### src/rtl/cache_arbiter.sv
// Arbitrates one memory line port between the I-cache and D-cache miss paths.
// Optional macro ARB_ROUND_ROBIN_EN alternates grants when both sides request at once.
module cache_arbiter #(
    parameter int LINE_W = 256,
    parameter int ADDR_W = 32
) (
    input  logic              clk,
    input  logic              reset,
    input  logic              i_read,
    input  logic [ADDR_W-1:0] i_address,
    output logic [LINE_W-1:0] i_rdata,
    output logic              i_resp,
    input  logic              d_read,
    input  logic              d_write,
    input  logic [ADDR_W-1:0] d_address,
    input  logic [LINE_W-1:0] d_wdata,
    output logic [LINE_W-1:0] d_rdata,
    output logic              d_resp,
    output logic              mem_read,
    output logic              mem_write,
    output logic [ADDR_W-1:0] mem_address,
    output logic [LINE_W-1:0] mem_wdata,
    input  logic [LINE_W-1:0] mem_rdata,
    input  logic              mem_resp,
    output logic [31:0]       i_grant_count,
    output logic [31:0]       d_grant_count
);

    typedef enum logic [1:0] {
        ST_IDLE    = 2'd0,
        ST_GRANT_I = 2'd1,
        ST_GRANT_D = 2'd2,
        ST_RELEASE = 2'd3
    } state_t;

    state_t      state_r;
    logic [31:0] i_count_r;
    logic [31:0] d_count_r;
    logic        i_req_s;
    logic        d_req_s;
`ifdef ARB_ROUND_ROBIN_EN
    logic        last_i_r;
`endif

    assign i_req_s       = i_read;
    assign d_req_s       = d_read | d_write;
    assign i_grant_count = i_count_r;
    assign d_grant_count = d_count_r;

    // Arbitration state, grant counters and last-served side.
    always_ff @(posedge clk or posedge reset) begin
        if (reset) begin
            state_r   <= ST_IDLE;
            i_count_r <= 32'd0;
            d_count_r <= 32'd0;
`ifdef ARB_ROUND_ROBIN_EN
            last_i_r  <= 1'b0;
`endif
        end else begin
            case (state_r)
                ST_IDLE: begin
                    if (d_req_s && i_req_s) begin
`ifdef ARB_ROUND_ROBIN_EN
                        state_r <= last_i_r ? ST_GRANT_D : ST_GRANT_I;
`else
                        state_r <= ST_GRANT_D;
`endif
                    end else if (d_req_s) begin
                        state_r <= ST_GRANT_D;
                    end else if (i_req_s) begin
                        state_r <= ST_GRANT_I;
                    end else begin
                        state_r <= ST_IDLE;
                    end
                end
                ST_GRANT_I: begin
                    if (mem_resp) begin
                        i_count_r <= i_count_r + 32'd1;
                        state_r   <= ST_RELEASE;
`ifdef ARB_ROUND_ROBIN_EN
                        last_i_r  <= 1'b1;
`endif
                    end else begin
                        state_r <= ST_GRANT_I;
                    end
                end
                ST_GRANT_D: begin
                    if (mem_resp) begin
                        d_count_r <= d_count_r + 32'd1;
                        state_r   <= ST_RELEASE;
`ifdef ARB_ROUND_ROBIN_EN
                        last_i_r  <= 1'b0;
`endif
                    end else begin
                        state_r <= ST_GRANT_D;
                    end
                end
                // One dead cycle so memory always sees the strobe drop.
                ST_RELEASE: state_r <= ST_IDLE;
                default:    state_r <= ST_IDLE;
            endcase
        end
    end

    // Forward the granted side to memory and route the response back.
    always_comb begin
        mem_read    = 1'b0;
        mem_write   = 1'b0;
        mem_address = {ADDR_W{1'b0}};
        mem_wdata   = {LINE_W{1'b0}};
        i_resp      = 1'b0;
        d_resp      = 1'b0;
        i_rdata     = {LINE_W{1'b0}};
        d_rdata     = {LINE_W{1'b0}};
        case (state_r)
            ST_GRANT_I: begin
                mem_read    = 1'b1;
                mem_address = i_address;
                if (mem_resp) begin
                    i_resp  = 1'b1;
                    i_rdata = mem_rdata;
                end else begin
                    i_resp  = 1'b0;
                end
            end
            ST_GRANT_D: begin
                mem_read    = d_read;
                mem_write   = d_write;
                mem_address = d_address;
                mem_wdata   = d_wdata;
                if (mem_resp) begin
                    d_resp  = 1'b1;
                    d_rdata = mem_rdata;
                end else begin
                    d_resp  = 1'b0;
                end
            end
            default: begin
                mem_read = 1'b0;
            end
        endcase
    end

endmodule

### config.mk
export PLATFORM = sky130hd
export DESIGN_NAME = cache_arbiter
export DESIGN_NICKNAME = d
export VERILOG_FILES = /design/src/rtl/cache_arbiter.sv
export SDC_FILE = /design/constraint.sdc
export NUM_CORES = 1
export LEC_CHECK = 0
export CAP_MARGIN = 20
export CORE_AREA = 5 5 560 562
export DETAILED_ROUTE_END_ITERATION = 7
export DIE_AREA = 0 0 565 567
export GPL_ROUTABILITY_DRIVEN = 0
export PLACE_DENSITY = 0.3
export REMOVE_ABC_BUFFERS = 1
export SYNTH_ARGS = -nofsm -noshare
export SYNTH_HDL_FRONTEND = slang
export SYNTH_SLANG_ARGS = --single-unit
### constraint.sdc
create_clock -name clk -period 2.8 [get_ports clk]
set_clock_uncertainty 0.15 [all_clocks]
set_input_delay 0.84 -clock clk [delete_from_list [all_inputs] [get_ports clk]]
set_output_delay 0.84 -clock clk [all_outputs]
set_load 0.05 [all_outputs]
==> flow_metrics.py <==
metrics = {
    "power_and_ir_drop": {
        "p_int_uw": 17240,
        "swShare": 0.5483,
        "pwr-share-comb": 0.935,
        "seqPwrFrac": 0.030,
        "p_switching_uw": 20920,
        "p_clk_frac": 0.035,
        "p_leak_uw": 0.01705,
        "p_per_area_nw_per_um2": 898.5,
        "ir_worst_vdd_uv": 380.8,
    },
    "global_route": {
        "grt_pass1_vias": 17990,
        "grt_antenna_before_repair": 201,
        "grtUsageTotal": 0.1520,
        "gr-total-overflow": 0,
        "grt_max_degree": 80,
        "grt_pass1_wl_um": 298300,
    },
    "clocking": {
        "postCtsHoldBufs": 0,
        "clk_pin_slew_worst_paths_ns": 0.07,
        "clk_latency_ns": 0.37,
        "cts_buffers": 9,
        "clk_path_buf_depth": 2,
        "numClockSinks": 66,
        "htree_num_levels": 3,
        "root_buffer": "clkbuf_16",
        "tritoncts": "built",
    },
    "logic_synthesis": {
        "yosysTopAreaCell": "and3_1",
        "async_flop_share": 1.000,
        "synth_cell_type_count": 33,
        "yosysTopAreaCellShare": 0.3688,
        "synthTopCellsByArea": "and3_1 (37%), dfrtp_1 (19%), and2_1 (18%)",
        "seq_area_frac_synth": 0.1854,
        "ys_warn_count": 0,
        "synth_seq_cells": 66,
        "synth_area_um2": 8906,
        "synth_flop_cell": "dfrtp_1",
        "avgSynthCellArea_um2": 7.074,
        "synth_edf_count": 0,
        "yosys-top-cells-count": "and3_1 (525), and2_1 (261), clkbuf_1 (152)",
        "yosysMostFrequentCell": "and3_1",
        "synthCells": 1259,
    },
    "timing": {
        "fmaxAchievable_ghz": 0.3039,
        "setup_slack_ns": -0.4906,
        "final.period_utilization": 1.175,
        "rsz0062_at_grt": "true",
        "relSlewSlack": 0.5071,
        "finalMaxSlewViolations": 0,
        "layout_min_cycle_time_ns": 3.291,
        "final-setup-viol-count": 804,
        "holdWs_ns": 0.3299,
        "finalHoldViolCount": 0,
        "worst_pin_slew_ns": 0.7393,
    },
    "floorplanning": {
        "die_width_um": 565,
        "die_h_um": 567,
        "dieArea_um2": 320400,
        "fp-row-count": 204,
        "coreArea_um2": 307800,
        "initial_core_util": 0.02893,
        "ios": 1450,
    },
    "worst_setup_path": {
        "cp_max_fo": 6,
        "worstPathRequired_ns": 1.81,
        "cp.arrival_ns": 2.30,
        "crit_type": "flop to output port",
        "cp-start-kind": "flop",
        "end_kind": "output port",
    },
    "cells_and_area": {
        "area_growth_pct": 376.8,
        "drive_gt1_frac": 0.5445,
        "finish.utilization": 0.1380,
        "fin_nets": 3423,
    },
    "place": {
        "dp_hpwl_um": 236000,
        "port_buffers": 1449,
    },
    "routing": {
        "antenna_left": 0,
        "drc": 0,
        "wl_per_cell_um": 37.15,
        "vias_per_cell": 2.571,
        "routed-via-count": 18070,
        "dr.first_iter.drc_count": 1136,
        "wirelength_um": 261100,
        "drt-pass1-iter-count": 4,
    },
    "hold_path": {
        "holdCritPathClass": "flop to flop",
    },
    "status": {
        "violations": "negative setup slack",
        "outcome": "complete, but fails checks",
    },
    "flow_run": {
        "drv.max_cap_violation_count": 0,
    },
}
flip-flops by register name, indices dropped and copies added (netlist names):
signal / count
i_grant_count: 32
state_r: 2
d_grant_count: 32
stage by stage:
step | setup WS [ns] | instance area (um2) | total power [uW] | setup TNS, ns | instances
floorplan | -6.000 | 8307 | 8308 | -3972.35 | 1101
detailed placement | -0.9688 | 38760 | 32630 | -95.19 | 6866
global route | -0.4750 | 42320 | 39470 | -256.61 | 6970
finish | -0.4906 | 42470 | 38160 | -188.44 | 7028
CTS | -0.4940 | 40480 | 36320 | -268.24 | 6919
global placement | -1.006 | 38760 | 32710 | -94.80 | 6866
final cells by class:
class / instances / area [um2]
diodes: 67 / 167.7
clock buffers: 9 / 225.2
clock inverters: 7 / 101.3
fillers: 34680 / 265400
inverters: 5 / 18.77
multi-input cells: 1030 / 8142
flip-flops and latches: 66 / 1652
well taps: 4120 / 5155
repair buffers: 1724 / 27000
cell usage in the layout (no fill, tap or decap), types with 5 or more instances in the layout:
| cell | count |
|---|---|
| xnor2_1 | 46 |
| and3_1 | 333 |
| dlymetal6s2s_1 | 5 |
| buf_16 | 23 |
| buf_8 | 19 |
| nand3_1 | 25 |
| dfrtp_1 | 66 |
| and3_2 | 16 |
| buf_12 | 919 |
| and3_4 | 176 |
| and2_2 | 8 |
| nor2b_2 | 18 |
| a22oi_1 | 7 |
| nand2_1 | 23 |
| clkdlybuf4s50_1 | 573 |
| xor2_1 | 16 |
| and2_1 | 144 |
| nand4_1 | 19 |
| nor2b_4 | 13 |
| and4_1 | 5 |
| nor3_1 | 6 |
| buf_6 | 19 |
| a22oi_2 | 25 |
| clkbuf_16 | 32 |
| and2_4 | 109 |
| buf_4 | 140 |
| nor2_1 | 10 |
| diode_2 | 67 |
power by group through the flow:
stage          combinational (uW)  clock [uW]  sequential, uW
3_3_place_gp                31600           0            1140
4_1_cts                     33800        1370            1130
2_1_floorplan                6960           0            1350
5_1_grt                     36900        1410            1150
6_report                    35700        1330            1140
3_5_place_dp                31500           0            1150
cell families (layout without fill, tap and decap cells):
group	Yosys count	in the layout	share of synthesized area
xor gates and xnor gates	62	62	0.06097
and+or+nand+nor	926	926	0.6460
DFF	66	66	0.1854
muxes	2	2	0.002529
buffers and inverters	163	1745	0.06940
AOI/OAI and AO/OA	35	35	0.02866
other	0	67	0
adders and majority gates	5	5	0.007024
worst max-delay path, cell delays in order (launching register included):
cell and delay [ns]:
dfrtp_1 0.40, buf_6 0.13, ha_4 0.21, buf_12 0.16, buf_8 0.11, a22oi_2 0.56
nor2b_2 0.14, buf_12 0.19
layer usage:
| metal | vias up | track usage | part of all wire |
|---|---|---|---|
| li1 | 7664 | - | - |
| met5 | - | 0 | 0.0028 |
| met2 | 1266 | 0.2371 | 0.44 |
| met1 | 8802 | 0.1842 | 0.41 |
| met4 | 110 | 0.01530 | 0.012 |
| met3 | 224 | 0.09205 | 0.14 |
path summary, 6_finish.rpt:
kind	cells past startpoint	slack, ns	start	endpoint
worst max-delay path	7	-0.49	state_r[0]	mem_address[11]
worst max register to register	10	0.04	state_r[1]	i_grant_count[29]
worst min-delay path	1	0.33	d_grant_count[31]	d_grant_count[31]
max in group asynchronous	3	1.31	reset	i_grant_count[3]
min in group asynchronous	2	0.67	reset	d_grant_count[30]
worst min register to register	1	0.33	d_grant_count[31]	d_grant_count[31]
repair_timing:
action,4_1_cts,5_1_grt
cloned,17,28
setup endpoints to repair,801,813
pin swaps,12,11
buffers inserted,20,22
resized for setup,205,302
Note: power is estimated with default switching activity, not from simulation.
==> patch 1: new RTL, config.mk and constraints unchanged <==
`ADDR_W`: 32 -> 24.
--- a/src/rtl/cache_arbiter.sv
+++ b/src/rtl/cache_arbiter.sv
@@ -4,3 +4,3 @@
     parameter int LINE_W = 256,
-    parameter int ADDR_W = 32
+    parameter int ADDR_W = 24
 ) (
Ports: changed (resized d_address, i_address and mem_address); port bits go from 1450 to 1426. The function was not compared with the original's and may differ.
==> patch 1 against the original RTL <==
The run still ends with negative setup slack left. Sequential cell count unchanged. Cell area is 0.27% lower. Wire length is 1.7% higher. Setup slack gained 0.097 ns. Total power decreased by 0.76%. Area after synthesis shrank 1.8%. Synthesized cell count is 2.0% lower. Critical path depth up 2. Via count is 0.19% higher.
==> patch 1: results (changes against the original RTL) <==
Status: finished, violations left (unchanged). Violations in the final reports: negative setup slack (unchanged). The number of standard cells after synthesis is 1234 (was 1259). Top cell types by occurrence after synthesis: 522 x and3_1, 260 x and2_1, 152 x clkbuf_1 (was 525 x and3_1, 261 x and2_1, 152 x clkbuf_1). The class of the most critical hold timing path is reg -> reg (unchanged). The half-perimeter wire length after placement is 237000 µm (was 236000 µm). The critical path's largest stage delay is 0.40 ns (was 0.56 ns). The leakage power was 17.0 nW (was 17.1 nW). The part of the Yosys area used for sequential elements is 18.9% (was 18.5%). Largest cells by area after synthesis: and3_1 37%, dfrtp_1 19%, and2_1 19% (was and3_1 37%, dfrtp_1 19%, and2_1 18%). The setup-violating endpoint count in the final report is 794 (was 804).

The post-route worst setup slack is -0.394 ns (was -0.491 ns). The global-route usage over all layers is 15.4% (was 15.2%). The worst slew margin relative to its limit came to 43.1% (was 50.7%). The async set-reset flop share out of synthesis is 100% (unchanged). The worst path arrival time is 2.20 ns (was 2.30 ns). The destination of the worst register-to-register timing path was d_grant_count[22] (was i_grant_count[29]). The first-pass GRT wire length came to 303000 µm (was 298000 µm). The level count of the clock H-tree is 3 (unchanged).

The start of the worst register-to-register path is state_r[0] (was state_r[1]). The highest net fanout along the worst path is 6 (unchanged). The ratio of cells with drive above 1 in the final layout is 54.1% (was 54.5%). The placed standard-cell area is 0.0384 mm² (was 0.0388 mm²). The met2 global-route usage is 24.3% (was 23.7%).

The clock network latency to the later pin of the worst-skew pair came out at 0.38 ns. The highest ir drop seen on vdd was 412 µV (was 381 µV). The number of cells on the worst reg-to-reg path came out at 13 (was 10). The cell total after placement came to 6822 (was 6866).

The maximum number of buffers from clock root to sink is 2 (unchanged). The depth of the worst hold-timing path is 1 (unchanged). The number of antenna violations at the first check in global routing is 237 (was 201). The cell with the biggest individual delay on the critical path is dfrtp_1 (was a22oi_2).

The worst-case hold slack is 0.331 ns (was 0.330 ns). The number of DRC violations after detailed-routing iteration 0 came to 944 (was 1136). The maximum number of pins on one net before global-route repair came out at 67 (was 80). Clock-pin slew was measured on the worst setup and hold paths at 0.06 ns. The root buffer cell is clkbuf_16 (unchanged). The Yosys warning count was 0 (unchanged).

The detailed-route wire length is 266000 µm (was 261000 µm). The count of port buffers added during placement came out at 1425 (was 1449). The number of distinct library cells after synthesis was 32 (was 33). The hold path startpoint was i_grant_count[31] (was d_grant_count[31]).

The net total in the final layout came out at 3366 (was 3423). The clock buffer count from CTS came out at 9 (unchanged). The total via count in the routed design came out at 18100 (about the same). The global-route met3 utilization came to 8.70% (was 9.20%). The final-layout fill cell count came to 34800 (was 34700).

The via count normalized by instance count is 2.59 (was 2.57). The worst reg-to-reg setup slack is -0.12 ns (was 0.04 ns). The met1 capacity usage during global routing is 19.0% (was 18.4%).

The length of the first detailed-routing pass in iterations is 5 (was 4). The biggest area consumer among synthesized cells is and3_1 (unchanged). The end of the worst hold path is i_grant_count[31] (was d_grant_count[31]).
-- patch 1: cell count changes in the layout (fill, tap and decap cells not counted), moves of 7 or more --
cell	unedited run	this run
and3_4	176	185
and3_1	333	316
buf_4	140	105
xnor2_1	46	39
buf_16	23	30
and2_4	109	96
dlygate4sd2_1	2	27
clkdlybuf4s50_1	573	553
-- patch 1: final cells by class --
class                      count  area, µm²  area share [%]
clock inverter                 7        103           0.242
multi-input combinational   1008       7940            18.8
timing repair buffer        1706      27100            64.0
antenna                       63        158           0.372
sequential                    66       1650            3.90
inverter                       4       15.0          0.0355
tap                         4120       5150            12.2
clock buffer                   9        225           0.532
-- patch 1: layer usage --
layer  vias to the layer above  wire (µm)
met5                         -        644
met4                        98       2980
met3                       277      36300
met2                      1322     117000
met1                      8871     109000
li1                       7532          -
-- patch 1: logic make-up after synthesis --
logic type	synth area share, %
DFF	18.9
and+or+nand+nor	64.6
buffers and inverters	6.98
muxes	0.257
adders and majority gates	0.715
xor gates and xnor gates	6.38
AOI/OAI and AO/OA	2.23
-- patch 1: where the power goes --
group / switching (mW) / internal, mW / total [mW]
sequential: 0.116 / 1.03 / 1.14
clock: 0.538 / 0.789 / 1.33
combinational: 20.1 / 15.3 / 35.4
-- patch 1: repair_timing --
action	4_1_cts	5_1_grt
setup buffers	25	19
setup endpoints to repair	798	813
gates cloned	13	32
pin swaps	19	22
gates resized for setup	371	232
hold endpoints to repair	0	0
-- patch 1: worst max-delay path by stage --
stage	start	endpoint	slack [ns]	depth (start not counted)
floorplan	state_r[0]	mem_address[0]	-5.85	4
global placement	i_address[1]	mem_address[1]	-0.87	5
detailed placement	i_address[1]	mem_address[1]	-0.82	5
CTS	state_r[1]	mem_address[2]	-0.43	7
global route	state_r[1]	mem_address[2]	-0.46	8
finish	state_r[1]	mem_wdata[79]	-0.39	9
-- patch 1: metrics by stage --
stage / setup TNS [ns] / total power, mW / setup slack [ns]
global placement: -146.24 / 31.9 / -0.873
floorplan: -3800.76 / 8.12 / -5.85
global route: -264.76 / 39.2 / -0.455
CTS: -251.56 / 35.5 / -0.433
detailed placement: -138.65 / 31.8 / -0.824
finish: -200.51 / 37.9 / -0.394
-- patch 1: critical path: cells and delay by family, from the launching register on --
kind	cells	cell delay (ns)
adders and majority gates	1	0.17
and+or+nand+nor	1	0.14
DFF	1	0.40
buffers and inverters	7	1.05
==> patch 2: new RTL, same settings <==
Made on the original files. The 4 states of `state_t` get a one-hot encoding in 4 bits.
--- a/src/rtl/cache_arbiter.sv
+++ b/src/rtl/cache_arbiter.sv
@@ -28,7 +28,7 @@
 
-    typedef enum logic [1:0] {
-        ST_IDLE    = 2'd0,
-        ST_GRANT_I = 2'd1,
-        ST_GRANT_D = 2'd2,
-        ST_RELEASE = 2'd3
+    typedef enum logic [3:0] {
+        ST_IDLE    = 4'b0001,
+        ST_GRANT_I = 4'b0010,
+        ST_GRANT_D = 4'b0100,
+        ST_RELEASE = 4'b1000
     } state_t;
Function: same outputs for any inputs over 4 cycles, from zero or initial values and one cycle with reset high; so few cycles prove little.
==> patch 2 against the original RTL <==
Setup slack lost 0.17 ns. Count of clock-buffer cells in the layout did not move. Sequential cell count grew 2. Area after synthesis fell by 2.6%. Total power is 45% lower. Worst hold slack better by 0.0018 ns. Largest power group unchanged. Cell count grew 0.26%. Critical endpoint is now d_rdata[106]. Wire length increased by 9.3%. The run still ends with negative setup slack left. Cell area grew 0.19%. Via count shrank 1.7%.
==> patch 2: results (changes against the original RTL) <==
The part of the Yosys area used for sequential elements was 19.6% (was 18.5%). The adder and majority cell fraction of the synthesized area is 0.289% (was 0.702%). The placed standard-cell area is 0.0396 mm² (was 0.0388 mm²). The maximum number of pins on one net before global-route repair is 69 (was 80).

Status: finished, violations left (unchanged). The post-synthesis compound-gate area fraction is 3.48% (was 2.87%). The first-pass GRT wire length is 321000 µm (was 298000 µm). The half-perimeter wire length after placement is 258000 µm (was 236000 µm).

The cell with the biggest individual delay on the critical path was bufinv_16 (was a22oi_2). The length of the first detailed-routing pass in iterations is 5 (was 4). The first element of the critical path is mem_resp (was state_r[0]). The start of the worst register-to-register path is state_r[3] (was state_r[1]). The number of standard cells after synthesis came out at 1192 (was 1259). The post-route worst setup slack is -0.656 ns (was -0.491 ns). The destination of the worst register-to-register timing path is d_grant_count[28] (was i_grant_count[29]). The power drawn by the combinational cells came out at 18.7 mW (was 35.7 mW).

The number of DRC violations after detailed-routing iteration 0 came to 781 (was 1136). Violations in the final reports: negative setup slack (unchanged). The clock network latency to the later pin of the worst-skew pair is 0.40 ns (was 0.37 ns). Largest cells by area after synthesis: and2_1 37%, and3_1 19%, dfrtp_1 19% (was and3_1 37%, dfrtp_1 19%, and2_1 18%). The synthesis-to-finish area growth is 391% (was 377%). The ratio of cells with drive above 1 in the final layout came out at 51.9% (was 54.5%). The leakage power was 17.0 nW (was 17.1 nW). The final-layout fill cell count came out at 34800 (was 34700). The number of distinct library cells after synthesis came to 38 (was 33). The number of global-route vias before repair is 17900 (was 18000).

The worst path arrival time came out at 2.47 ns (was 2.30 ns). The number of cells on the worst reg-to-reg path is 8 (was 10). The pre-CTS setup slack came out at -1.50 ns (was -0.969 ns). The final-layout setup total negative slack is -402.50 ns (was -188.44 ns). The cell total after placement is 6884 (was 6866). The setup-violating endpoint count in the final report is 804 (unchanged). The via count normalized by instance count is 2.52 (was 2.57). The highest ir drop seen on vdd came out at 314 µV (was 381 µV). The average wire per cell in the routed design came out at 40.5 µm (was 37.2 µm). The share of total power in the clock network is 6.2% (was 3.5%).
[patch 2: cell types whose count changed after synthesis, sizes merged, moves of 4 or more]
cell,before,now
a22o,0,32
and2,261,519
nand4,20,15
clkbuf,152,121
and3,525,270
nor3,11,7
a22oi,32,0
nor4,6,0
nor2b,33,0
[patch 2: layer usage]
metal  part of all wire (%)  vias to the layer above  GRT usage [%]
met5                   0.31                        -              0
met2                     40                     1332           23.9
met3                     15                      290           11.5
met1                     43                     8590           20.9
met4                    1.7                      136           2.54
li1                       -                     7402              -
[patch 2: worst min path at each step]
stage,from,end,depth (start not counted)
floorplan,state_r[1],state_r[0],2
finish,d_grant_count[31],d_grant_count[31],1
detailed placement,d_grant_count[17],d_grant_count[17],1
global placement,d_grant_count[31],d_grant_count[31],1
CTS,d_grant_count[17],d_grant_count[17],1
global route,d_grant_count[31],d_grant_count[31],1
[patch 2: logic make-up (layout without fill, tap and decap cells)]
logic type               Yosys count  count (layout)
XOR/XNOR                          62              62
flip-flops                        68              68
adder cells (fa/ha/maj)            2               2
AO/OA/AOI/OAI                     35              35
buffers and inverters            128            1798
multiplexers                       1               1
other                              0              64
AND/OR/NAND/NOR                  896             896
[patch 2: final cells by class]
| class | instances | area share, % |
|---|---|---|
| timing repair buffer | 1778 | 65.6 |
| multi-input combinational | 996 | 17.0 |
| antenna | 64 | 0.376 |
| inverter | 4 | 0.0970 |
| sequential | 68 | 4.01 |
| tap | 4120 | 12.1 |
| clock inverter | 7 | 0.232 |
| clock buffer | 9 | 0.529 |
[patch 2: what timing repair did]
action	in CTS	in global routing
pin swaps	27	25
gates resized for setup	203	200
gates cloned	14	25
endpoints found under the setup margin	835	804
setup buffers	15	32
